===== src/rtl/mfshift_pkg.sv =====
// mfshift_pkg: shared direction constants, default width and amount-width helper for the rotator
package mfshift_pkg;
    localparam logic DIR_RIGHT = 1'b1;
    localparam logic DIR_LEFT = 1'b0;
    localparam int DEFAULT_WIDTH = 8;
    function automatic int amt_width(input int width);
        return $clog2(width);
    endfunction
endpackage


===== src/rtl/multifunction_shifter_rev_bit_reverse.sv =====
// bit_reverse: combinational bit-order reversal, o_data[i] = i_data[WIDTH-1-i]
module bit_reverse #(
    parameter int WIDTH = 8
) (
    input  logic [WIDTH-1:0] i_data,
    output logic [WIDTH-1:0] o_data
);
    for (genvar i = 0; i < WIDTH; i++) begin : g_rev
        assign o_data[i] = i_data[WIDTH-1-i];
    end
endmodule


===== src/rtl/multifunction_shifter_rev.sv =====
// multifunction_shifter_rev: registered left/right rotator sharing one right-rotate core.
// Optional registered zero flag when MFSHIFT_ZERO_FLAG_EN is defined.
module multifunction_shifter_rev
    import mfshift_pkg::*;
#(
    parameter int WIDTH = DEFAULT_WIDTH,
    parameter int AMT_W = amt_width(WIDTH)
) (
    input  logic             clk,
    input  logic             rst,
    input  logic [WIDTH-1:0] a,
    input  logic [AMT_W-1:0] amt,
    input  logic             lr,
    output logic [WIDTH-1:0] y
`ifdef MFSHIFT_ZERO_FLAG_EN
    ,
    output logic             zero
`endif
);
    logic [WIDTH-1:0] w_rev_a;
    logic [WIDTH-1:0] w_rev_r;
    logic [WIDTH-1:0] w_res;
    logic [WIDTH-1:0] w_stage [AMT_W+1];

    bit_reverse #(.WIDTH(WIDTH)) u_rev_pre (.i_data(a), .o_data(w_rev_a));

    assign w_stage[0] = (lr == DIR_RIGHT) ? a : w_rev_a;

    // stage k rotates right by 2^k when amt[k] is set
    for (genvar k = 0; k < AMT_W; k++) begin : g_stage
        localparam int SH = 1 << k;
        assign w_stage[k+1] = amt[k] ? ((w_stage[k] >> SH) | (w_stage[k] << (WIDTH - SH)))
                                     : w_stage[k];
    end

    bit_reverse #(.WIDTH(WIDTH)) u_rev_post (.i_data(w_stage[AMT_W]), .o_data(w_rev_r));

    assign w_res = (lr == DIR_RIGHT) ? w_stage[AMT_W] : w_rev_r;

    always_ff @(posedge clk) begin
        if (rst) begin
            y <= '0;
        end else begin
            y <= w_res;
        end
    end

`ifdef MFSHIFT_ZERO_FLAG_EN
    always_ff @(posedge clk) begin
        if (rst) begin
            zero <= 1'b1;
        end else begin
            zero <= (w_res == '0);
        end
    end
`endif
endmodule


===== config.mk =====
export PLATFORM = sky130hd
export DESIGN_NAME = multifunction_shifter_rev
export DESIGN_NICKNAME = d
export VERILOG_FILES = /design/src/rtl/mfshift_pkg.sv /design/src/rtl/multifunction_shifter_rev_bit_reverse.sv /design/src/rtl/multifunction_shifter_rev.sv
export SDC_FILE = /design/constraint.sdc
export NUM_CORES = 1
export LEC_CHECK = 0
export CORE_ASPECT_RATIO = 1.25
export CORE_MARGIN = 4
export CORE_UTILIZATION = 43
export DETAILED_ROUTE_END_ITERATION = 8
export HOLD_SLACK_MARGIN = 0.06
export PLACE_DENSITY = 0.78
export SETUP_SLACK_MARGIN = 0.2
export SYNTH_ARGS = -nofsm -noshare
export SYNTH_HDL_FRONTEND = slang
export SYNTH_SLANG_ARGS = --single-unit

===== constraint.sdc =====
create_clock -name clk -period 4 [get_ports clk]
set_input_delay 0.4 -clock clk [delete_from_list [all_inputs] [get_ports clk]]
set_output_delay 0.4 -clock clk [all_outputs]
set_load 0.05 [all_outputs]

* Word-level counts from Yosys, hierarchy flattened *
Cells that the tools add are included.

storage, ports and cells
  bits of input ports = 14
  bits in registers = 8
  ROM bits = 0
  memories = 0
  output and inout port bits = 8
  logic and storage cells = 9
  bits in latches = 0
  memory bits (writable) = 0

cells by class
  multiply operators = 0
  reductions and logical operators = 0
  add/subtract/negate cells = 0
  bitwise operators = 3
  shift operators = 0
  divide/modulo/power cells = 0
  order comparisons = 0
  multiplexer cells = 5
  eq/ne operators = 0

operator list
  operator    count
  $mux 8      5
  $or 4x8->8  1
  $or 6x8->8  1
  $or 7x8->8  1

* Longest topological paths before layout *
Gate-level depths: netlist (run 1).

  word-level depth = 8
  mapped depth = 6
  gate-level depth less buffers = 4

* Cells and area by module *
From an unflattened synthesis (run 1), not the netlist that was laid out.

unflattened totals
  cells, all modules = 74
  area total of the unflattened synthesis = 1,108.6 um^2

by module, submodules not included
  module                     area an instance (um^2)  instances  cells an instance
  multifunction_shifter_rev  988.4                    1          58
  bit_reverse                60.1                     2          8

* Least setup slack after synthesis (run 1) *
Ideal clock, no wire load.

  kind = input-to-reg
  from = input lr
  to = register y[1]
  stages on the path = 5
  data required time = 3.888 ns
  arrival = 1.929 ns
  path buffers = 1
  slack = 1.959 ns
  path through = buf_2 > xor2_1 > mux4_2 > mux4_2 > nor2b_4

between the ends
  cells in the longest elaborated chain, start to end = 8

RTL lines
  item                    RTL line                         source
  start: declaration      multifunction_shifter_rev.sv:13  input logic lr,
  $mux 8                  multifunction_shifter_rev.sv:27  assign w_stage[0] = (lr == DIR_RIGHT) ? a : w_rev_a;
  $or 7x8->8              multifunction_shifter_rev.sv:32  assign w_stage[k+1] = amt[k] ? ((w_stage[k] >> SH) | (w_stage[k] << (WIDTH - SH)))
  $mux 8                  multifunction_shifter_rev.sv:32
  $or 6x8->8              multifunction_shifter_rev.sv:32
  $mux 8                  multifunction_shifter_rev.sv:32
  $or 4x8->8              multifunction_shifter_rev.sv:32
  $mux 8                  multifunction_shifter_rev.sv:32
  $mux 8 *                multifunction_shifter_rev.sv:38  assign w_res = (lr == DIR_RIGHT) ? w_stage[AMT_W] : w_rev_r;
  end signal: assignment  multifunction_shifter_rev.sv:44  y <= w_res;
  end: declaration        multifunction_shifter_rev.sv:14  output logic [WIDTH-1:0] y

Every way passes the cells marked *; elsewhere a longest branch is shown, timed or not.
A chain may end at the register's enable or synchronous reset.

* Worst setup path in the final report (run 1) *
  from = input amt[0]
  to = register y[1]

between the ends
  cells in the longest elaborated chain, start to end = 6

RTL lines
  item                RTL line                         source
  start: declaration  multifunction_shifter_rev.sv:12  input logic [AMT_W-1:0] amt,
  $mux 8 *            multifunction_shifter_rev.sv:32
  $or 6x8->8          multifunction_shifter_rev.sv:32
  $mux 8 *            multifunction_shifter_rev.sv:32
  $or 4x8->8          multifunction_shifter_rev.sv:32
  $mux 8 *            multifunction_shifter_rev.sv:32
  $mux 8 *            multifunction_shifter_rev.sv:38

Marks and branches as above.

==> PnR_summary.wiki, run 1 <==
{| class="wikitable"
! Metric !! Value
|-
| Status || completed
|-
| Most common cell on crit path || mux4_2
|-
| Delay contributed by the slowest stage of the critical path || 0.86 ns
|-
| Synth cell count leaders || mux4_1, dfxtp_1, mux4_2, o22ai_1
|-
| Number of H-tree levels || 1
|-
| Worst Setup End Kind || register
|-
| Longest Clk Path Bufs || 2
|-
| Hold Crit Start || rst
|-
| Met2 capacity usage during global routing || 0.2480
|-
| Data arrival, critical path || 2.77 ns
|-
| Final setup margin || around 1.4 ns
|-
| Clock tree sinks || 8
|-
| Fraction of synthesis flops using an asynchronous set or reset pin || 0
|-
| Final setup viols || 0
|-
| Post-Place Cells || 93
|-
| CTS tree || done
|-
| Antenna cell count || 0
|-
| Vertical die dimension || 55.72 um
|-
| Fin Setup TNS || 0 ns
|-
| Post-synthesis area per instance || 13.74 um^2
|-
| Count of flip-flops with a built-in enable after synthesis || 0
|-
| Class of the most critical setup path || in2reg
|-
| Total congestion overflow after global routing || 0
|-
| CTS Root Cell || clkbuf_4
|-
| Sequential power share || 0.316
|-
| Area of the mapped netlist || 783.3 um^2
|-
| # nets final || 93
|-
| Maximum number of pins on one net before global-route repair || 15
|-
| Combinational share of power || 0.478
|-
| Number of top-level design ports || 22
|-
| Internal Power || roughly 0.19 mW
|-
| Max reg flops || 8
|-
| Top achievable clock speed || around 0.38 GHz
|-
| Number of antenna violations at the first check in global routing || 0
|-
| First-pass GRT wire length || around 2600 um
|-
| Met1 GRT Util || 0.1476
|-
| Worst min path class || in2reg
|-
| Max-cap violations || 0
|-
| Resize count post-CTS || 0
|-
| Critical-path top delay cell || clkdlybuf4s50_1
|-
| Gr busiest metal || met2
|-
| Largest cells by area after synthesis || mux4_1, dfxtp_1, mux4_2
|-
| Via count of the first global-routing pass || 579
|-
| Switching part of the total power || 0.3395
|-
| Starting density of the core || 0.4491
|-
| Yosys warning total || 0
|-
| Netlist cell types || 20
|-
| Required time worst endpoint || 4.13 ns
|-
| Synthesized netlist cell count || 57
|-
| Setup Fix Bufs, Post-CTS || 0
|-
| Number of detailed-routing iterations run before antenna repair || 4
|-
| DRT antenna net count || 0
|-
| Worst setup SP type || input port
|-
| Share of post-route cells with drive strength above 1 || 0.1948
|-
| Worst-case setup slack after placement || 1.075 ns
|-
| Die W || 46.18 um
|-
| Share of the yosys chip area belonging to registers || 0.2045
|-
| Initial DRC count || 2
|-
| Static leakage || around 0.38 nW
|-
| Total CTS buffers || 3
|-
| Cell type contributing the most total cell area after synthesis || mux4_1
|-
| Clock-pin slew of the registers on the worst-case setup and hold paths || 0.05 ns
|-
| Register bit count reported by yosys || 8
|-
| Net Switching || 0.09727 mW
|-
| Power density over cell area || 281.6 mW/mm^2
|-
| Post-route insts no fill || 96
|-
| Period utilisation layout || 0.6591
|-
| Worst-case hold path end point || y[0]
|-
| Number of placement rows || 17
|-
| Slew at the pin closest to its max-slew limit || 0.6062 ns
|-
| Final estimated routing congestion in global placement || 0.8133
|-
| Final Critical Period || around 2.6 ns
|-
| Number of vias after detailed routing || 628
|-
| Die ar. || approximately 0.0026 mm^2
|-
| Max Transition Viols Final || 0
|-
| Critical-path cell list || clkdlybuf4s50_1 > xor2_1 > mux4_2 > mux4_2 > nor2b_4
|-
| Syn Nets || 71
|-
| Residual DRC count || 0
|-
| Area growth, synth to finish || 29.87%
|-
| Met3 track demand over resource || 0.01294
|-
| Hold Fails Final Rpt || 0
|-
| Worst-path maximum fanout || 13
|-
| Registers with the highest flip-flop counts || y (8)
|-
| Worst slew margin || 0.5946
|-
| Floorplan core area || 0.001744 mm^2
|-
| Library cell with the highest instance count after synthesis || mux4_1
|-
| Detailed Route WL || 1638 um
|-
| Total routing usage reported by global routing || 0.1364
|-
| Worst voltage drop across the vdd grid || slightly below 0.1 mV
|-
| Most flops, register || y
|-
| Vias per std cell || 6.542
|-
| WP buf/inv || 1
|-
| HPWL reported at the end of detailed placement || 1363 um
|-
| Worst hold path stage count || 2
|-
| Setup repair after global routing missed its margin || no
|-
| Gate family responsible for the most delay along the worst path || multiplexers
|-
| Average routed wire per standard cell || ~17 um
|-
| Port Buffers || 21
|-
| Clock power share || 0.207
|-
| Dominant register cell in the synthesized netlist || dfxtp_1
|-
| Hold buffers post-CTS || 0
|-
| Final Core Density || 0.5832
|-
| Share of the synthesized area in the top cell type || 0.3019
|}
[how the worst max path moves through the flow]
stage | start | endpoint | slack (ns) | cells after the start
after CTS | amt[0] | y[1] | 1.33 | 5
after detailed placement | amt[0] | y[1] | 1.07 | 5
after floorplan | lr | y[1] | 1.96 | 5
after global placement | amt[0] | y[1] | 1.15 | 5
after global routing | amt[0] | y[1] | 1.24 | 5
final | amt[0] | y[1] | 1.36 | 5
[logic make-up (layout without fill, tap and decap cells)]
logic type             after synthesis  after routing  synth area share
AND/OR/NAND/NOR                     11             11           0.08466
multiplexers                        19             19            0.5495
AO/OA/AOI/OAI                       12             12            0.1070
flip-flops                           8              8            0.2045
buffers and inverters                6             26           0.04312
XOR/XNOR                             1              1           0.01118
[cell type report]
type	count	area (um^2)
Fill cell	155	726.9
Multi-Input combinational cell	43	589.3
Timing Repair Buffer	22	217.7
Sequential cell	8	160.2
Tap cell	19	23.77
Clock buffer	3	22.52
Inverter	1	3.754
[layout by cell type (no fill, tap or decap), types with 2 or more instances in the layout]
| cell | synthesis | routed |
|---|---|---|
| nand2b_1 | 2 | 2 |
| a311oi_1 | 2 | 2 |
| clkbuf_4 | 0 | 3 |
| a211oi_1 | 3 | 3 |
| dfxtp_1 | 8 | 8 |
| nand2_1 | 3 | 3 |
| mux4_2 | 7 | 7 |
| clkdlybuf4s50_1 | 0 | 21 |
| mux4_1 | 9 | 9 |
| nor2b_1 | 2 | 2 |
| o22ai_1 | 7 | 7 |
| nor3_1 | 2 | 2 |
[through the flow]
stage | area, um^2 | total power [mW] | hold slack, ns
5_1_grt | 1017 | 0.3005 | 0.9470
3_5_place_dp | 994.7 | 0.2300 | 1.189
4_1_cts | 1017 | 0.2900 | 0.9268
6_report | 1017 | 0.2865 | 0.9330
3_3_place_gp | 994.7 | 0.2270 | 1.165
2_1_floorplan | 783.3 | 0.1856 | 0.4643
[power groups by stage]
stage                     clock (mW)  combinational (mW)  sequential, mW
after floorplan                    0              0.0630           0.123
after global placement             0               0.135          0.0919
after detailed placement           0               0.138          0.0922
after CTS                     0.0613               0.138          0.0906
after global routing          0.0638               0.145          0.0911
final                         0.0592               0.137          0.0904
[metal layers]
layer / share of wire / vias to the layer above
li1: - / 297
met1: 0.37 / 306
met2: 0.56 / 25
met3: 0.068 / 0
met4: 0 / 0
met5: 0 / -
No activity file was read; power rests on OpenSTA's default activity.
==> inputs of run 2 (changes only) <==
--- a/config.mk
+++ b/config.mk
@@ -7,10 +7,10 @@
 export LEC_CHECK = 0
 export CORE_ASPECT_RATIO = 1.25
 export CORE_MARGIN = 4
-export CORE_UTILIZATION = 43
+export CORE_UTILIZATION = 42
 export DETAILED_ROUTE_END_ITERATION = 8
 export HOLD_SLACK_MARGIN = 0.06
-export PLACE_DENSITY = 0.78
+export PLACE_DENSITY = 0.79
 export SETUP_SLACK_MARGIN = 0.2
 export SYNTH_ARGS = -nofsm -noshare
 export SYNTH_HDL_FRONTEND = slang
==> constraint.sdc (replaced) <==
create_clock -name clk -period 2.2 [get_ports clk]
set_input_delay 0.22 -clock clk [delete_from_list [all_inputs] [get_ports clk]]
set_output_delay 0.22 -clock clk [all_outputs]
set_load 0.05 [all_outputs]
==> PnR_summary.wiki, run 2 (synthesized netlist as in run 1, its figures left out) <==
{| class="wikitable"
! Metric !! Value
|-
| Worst-path maximum fanout || 5
|-
| Final Core Density || 0.6371
|-
| Worst-case setup slack after placement || -0.1692 ns
|-
| Data arrival, critical path || 2.10 ns
|-
| Total CTS buffers || 3
|-
| Filler Cell Count || 147
|-
| CTS tree || done
|-
| Worst setup SP type || input port
|-
| Via count of the first global-routing pass || 676
|-
| Residual DRC count || 0
|-
| Number of vias after detailed routing || 691
|-
| Average routed wire per standard cell || 16.47 um
|-
| Final setup margin || 0.2262 ns
|-
| Number of antenna violations at the first check in global routing || 0
|-
| Worst Setup End Kind || register
|-
| Clock power share || 0.191
|-
| Vertical die dimension || 56.28 um
|-
| Vias per std cell || 6.339
|-
| Maximum number of pins on one net before global-route repair || 12
|-
| Starting density of the core || 0.4437
|-
| Antenna cell count || 0
|-
| Static leakage || 0.4608 nW
|-
| Switching part of the total power || 0.3328
|-
| HPWL reported at the end of detailed placement || 1516 um
|-
| Final estimated routing congestion in global placement || 0.8297
|-
| Total Power || approximately 0.54 mW
|-
| Commonest non-fill, non-tap cell in the layout || clkdlybuf4s50_1
|-
| Longest Clk Path Bufs || 2
|-
| Class of the most critical setup path || in2reg
|-
| Number of detailed-routing iterations run before antenna repair || 4
|-
| Max reg flops || 8
|-
| Worst voltage drop across the vdd grid || 0.1967 mV
|-
| Detailed Route WL || ~1800 um
|-
| Area growth, synth to finish || 43.61%
|-
| Share of post-route cells with drive strength above 1 || 0.3222
|-
| Status || completed
|-
| Slew at the pin closest to its max-slew limit || ~0.50 ns
|-
| Registers with the highest flip-flop counts || y (8)
|-
| Number of top-level design ports || 22
|-
| Max Transition Viols Final || 0
|-
| Most flops, register || y
|-
| Clock-pin slew of the registers on the worst-case setup and hold paths || 0.05 ns
|-
| Internal Power || 0.3625 mW
|-
| Fin Setup TNS || 0 ns
|-
| Required time worst endpoint || 2.33 ns
|-
| Die ar. || 0.002624 mm^2
|-
| Hold buffers post-CTS || 0
|-
| Period utilisation layout || 0.8972
|-
| Floorplan core area || 0.001765 mm^2
|-
| Top achievable clock speed || 0.5066 GHz
|-
| Port Buffers || 21
|-
| Placed inst area || 0.001092 mm^2
|-
| Number of H-tree levels || 1
|-
| Post-Place Cells || approximately 110
|-
| Setup Fix Bufs, Post-CTS || 0
|-
| Worst min path class || in2reg
|-
| Smallest hold slack || 0.5975 ns
|-
| DRT antenna net count || 0
|-
| Initial DRC count || 16
|-
| Highest-count cells in the layout ignoring fill and taps || clkdlybuf4s50_1, buf_4, mux4_1
|-
| Worst slew margin || 0.6682
|-
| Max-cap violations || 0
|-
| # nets final || 106
|-
| Total congestion overflow after global routing || 0
|-
| Post-layout instance area || 0.001125 mm^2
|-
| Sequential power share || 0.303
|-
| Post-route insts no fill || roughly 110
|-
| Power density over cell area || 483.1 mW/mm^2
|-
| Final Critical Period || 1.974 ns
|-
| First-pass GRT wire length || 2760 um
|-
| Net Switching || 0.1808 mW
|-
| CTS Root Cell || clkbuf_4
|-
| Hold Fails Final Rpt || 0
|-
| Total routing usage reported by global routing || 0.1457
|-
| Clock tree sinks || 8
|-
| Setup repair after global routing missed its margin || no
|-
| Number of placement rows || 17
|-
| Final setup viols || 0
|-
| Combinational share of power || 0.506
|-
| Die W || 46.63 um
|}
run 2: what timing repair did:
action / CTS / global route
gates resized for setup: 3 / 2
pin swaps: 1 / 0
setup endpoints to repair: 2 / 3
run 2: cell type report:
cell class                 count  area [um^2]  area share
timing repair buffer          35        317.8      0.2825
clock buffer                   3        22.52     0.02002
multi-input combinational     43        596.8      0.5306
sequential                     8        160.2      0.1424
inverter                       1        3.754    0.003337
tap                           19        23.77     0.02113
run 2: path summary, 6_finish.rpt:
check               to  depth (start not counted)  slack [ns]  start
setup / recovery  y[1]                          5        0.23   a[1]
hold / removal    y[3]                          3        0.60     lr
run 2: critical path, cell delays in order:
cell and delay [ns]:
clkdlybuf4s50_1 0.48, mux4_2 0.50, mux2_4 0.29, mux4_2 0.47, nor2b_4 0.14
run 2: power by group through the flow:
stage          registers, mW  logic, mW  clock network [mW]
4_1_cts                0.165      0.276               0.109
3_3_place_gp           0.167      0.268                   0
6_report               0.164      0.275               0.104
5_1_grt                0.166      0.290               0.116
3_5_place_dp           0.168      0.276                   0
2_1_floorplan          0.223      0.115                   0
run 2: per-layer routing:
layer / vias to the layer above / share of wire / global-route usage
li1: 319 / - / -
met3: 2 / 0.069 / 0.009615
met4: 0 / 0.012 / 0.08300
met5: - / 0 / 0
met1: 340 / 0.32 / 0.1173
met2: 30 / 0.60 / 0.2992
==> inputs of run 3 (changes only) <==
--- a/config.mk
+++ b/config.mk
@@ -10,7 +10,7 @@
 export CORE_UTILIZATION = 42
 export DETAILED_ROUTE_END_ITERATION = 8
 export HOLD_SLACK_MARGIN = 0.06
-export PLACE_DENSITY = 0.79
+export PLACE_DENSITY = 0.76
 export SETUP_SLACK_MARGIN = 0.2
 export SYNTH_ARGS = -nofsm -noshare
 export SYNTH_HDL_FRONTEND = slang
==> PnR_summary.wiki, run 3 (synthesized netlist as in run 1, its figures left out) <==
{| class="wikitable"
! Metric !! Value
|-
| Starting density of the core || 0.4437
|-
| Total CTS buffers || 3
|-
| Die W || 46.63 um
|-
| Max reg flops || 8
|-
| Residual DRC count || 0
|-
| Highest-count cells in the layout ignoring fill and taps || clkdlybuf4s50_1, buf_4, mux4_1
|-
| Static leakage || 0.4639 nW
|-
| Data arrival, critical path || 2.09 ns
|-
| Port Buffers || 21
|-
| Number of antenna violations at the first check in global routing || 0
|-
| Timing startpoint of the critical path || a[6]
|-
| Post-route insts no fill || 111
|-
| Power density over cell area || 482.3 mW/mm^2
|-
| Final setup viols || 0
|-
| CTS Root Cell || clkbuf_4
|-
| CTS tree || done
|-
| Total congestion overflow after global routing || 0
|-
| Clock-pin slew of the registers on the worst-case setup and hold paths || 0.05 ns
|-
| Hold buffers post-CTS || 0
|-
| Most flops, register || y
|-
| Registers with the highest flip-flop counts || y (8)
|-
| Clock tree sinks || 8
|-
| Required time worst endpoint || 2.33 ns
|-
| # nets final || 108
|-
| Worst Setup End Kind || register
|-
| Hold Crit Start || lr
|-
| Area growth, synth to finish || 45.53%
|-
| First-pass GRT wire length || 2877 um
|-
| Metal3 WL || 100 um
|-
| Vias per std cell || 6.441
|-
| Final Critical Period || 1.959 ns
|-
| Internal Power || 0.3650 mW
|-
| Total routing usage reported by global routing || 0.1474
|-
| Clock power share || 0.196
|-
| Slew at the pin closest to its max-slew limit || approximately 0.5 ns
|-
| Number of placement rows || 17
|-
| Top achievable clock speed || 0.5105 GHz
|-
| Share of post-route cells with drive strength above 1 || 0.3370
|-
| Class of the most critical setup path || in2reg
|-
| Via count of the first global-routing pass || 716
|-
| Vertical die dimension || 56.28 um
|-
| Die ar. || ~0.0026 mm^2
|-
| Worst voltage drop across the vdd grid || 0.2103 mV
|-
| Final Core Density || 0.6456
|-
| Switching part of the total power || 0.3360
|-
| Net Switching || approximately 0.18 mW
|-
| Worst-path maximum fanout || 4
|-
| Longest Clk Path Bufs || 2
|-
| Number of detailed-routing iterations run before antenna repair || 2
|-
| Worst slew margin || 0.6640
|-
| Status || completed
|-
| Number of H-tree levels || 1
|-
| Setup repair after global routing missed its margin || no
|-
| DR WL met2 || around 1100 um
|-
| Topmost layer with routed signal wires || met4
|-
| Commonest non-fill, non-tap cell in the layout || clkdlybuf4s50_1
|-
| Final estimated routing congestion in global placement || 0.8338
|-
| Average routed wire per standard cell || ~16 um
|-
| Antenna cell count || 0
|-
| Post-Place Cells || 107
|-
| Worst setup SP type || input port
|-
| DRT antenna net count || 0
|-
| HPWL reported at the end of detailed placement || approximately 1600 um
|-
| Worst min path class || in2reg
|-
| Detailed Route WL || 1808 um
|-
| Number of top-level design ports || 22
|-
| Hold Fails Final Rpt || 0
|-
| Sequential power share || 0.299
|-
| Combinational share of power || 0.505
|-
| Number of vias after detailed routing || 715
|-
| Period utilisation layout || 0.8903
|-
| Detailed-routing wirelength on met1 || 599 um
|-
| Maximum number of pins on one net before global-route repair || 12
|-
| Max-cap violations || 0
|-
| Initial DRC count || 10
|-
| Max Transition Viols Final || 0
|-
| Floorplan core area || 0.001765 mm^2
|}
==> run 3: cell types whose count changed in the layout (fill, tap and decap cells not counted) <==
cell            change
buf_4               +1
buf_6               +1
dlygate4sd2_1       +1
dlymetal6s2s_1      -1
==> run 3: timing repair <==
item,in CTS,in global routing
endpoints found under the setup margin,4,2
hold endpoints to repair,0,0
gates resized for setup,5,1
cloned,0,0
pin swaps,1,0
setup buffers,1,0
==> run 3: stage by stage <==
stage	worst slack (ns)	area, um^2	setup TNS (ns)	total power [mW]	hold slack, ns
2_1_floorplan	0.3390	783.3	0	0.3374	0.2843
3_3_place_gp	-0.1148	1100	-0.2322	0.4351	0.9814
3_5_place_dp	-0.1663	1100	-0.5032	0.4441	0.9811
4_1_cts	0.2064	1137	0	0.5550	0.7257
5_1_grt	0.2306	1140	0	0.5807	0.4853
6_report	0.2412	1140	0	0.5497	0.4653
==> run 3: cell type report <==
type | count | area [um^2]
timing repair buffer | 37 | 332.8
tap | 19 | 23.77
clock buffer | 3 | 22.52
multi-input combinational | 43 | 596.8
sequential | 8 | 160.2
inverter | 1 | 3.754
fill | 145 | 625.6
==> run 3: critical path, stage by stage <==
cell and delay, ns:
clkdlybuf4s50_1 0.47, mux4_2 0.49, mux2_4 0.31, mux4_2 0.47
nor2b_4 0.14
==> run 3: routing by layer <==
layer  vias up  GRT usage
li1        326          -
met5         -          0
met3         4    0.01282
met2        30     0.3110
met1       355     0.1168
met4         0    0.06719
==> run 3: power groups by stage <==
stage	Combinational, mW	Clock [mW]	Sequential (mW)
floorplan	0.115	0	0.223
global placement	0.268	0	0.167
detailed placement	0.276	0	0.168
CTS	0.279	0.111	0.165
global route	0.294	0.121	0.165
finish	0.277	0.108	0.164
==> run 3: worst paths after layout <==
| kind | slack (ns) | end | cells after the start |
|---|---|---|---|
| max | 0.24 | y[1] | 5 |
| min | 0.47 | y[3] | 3 |
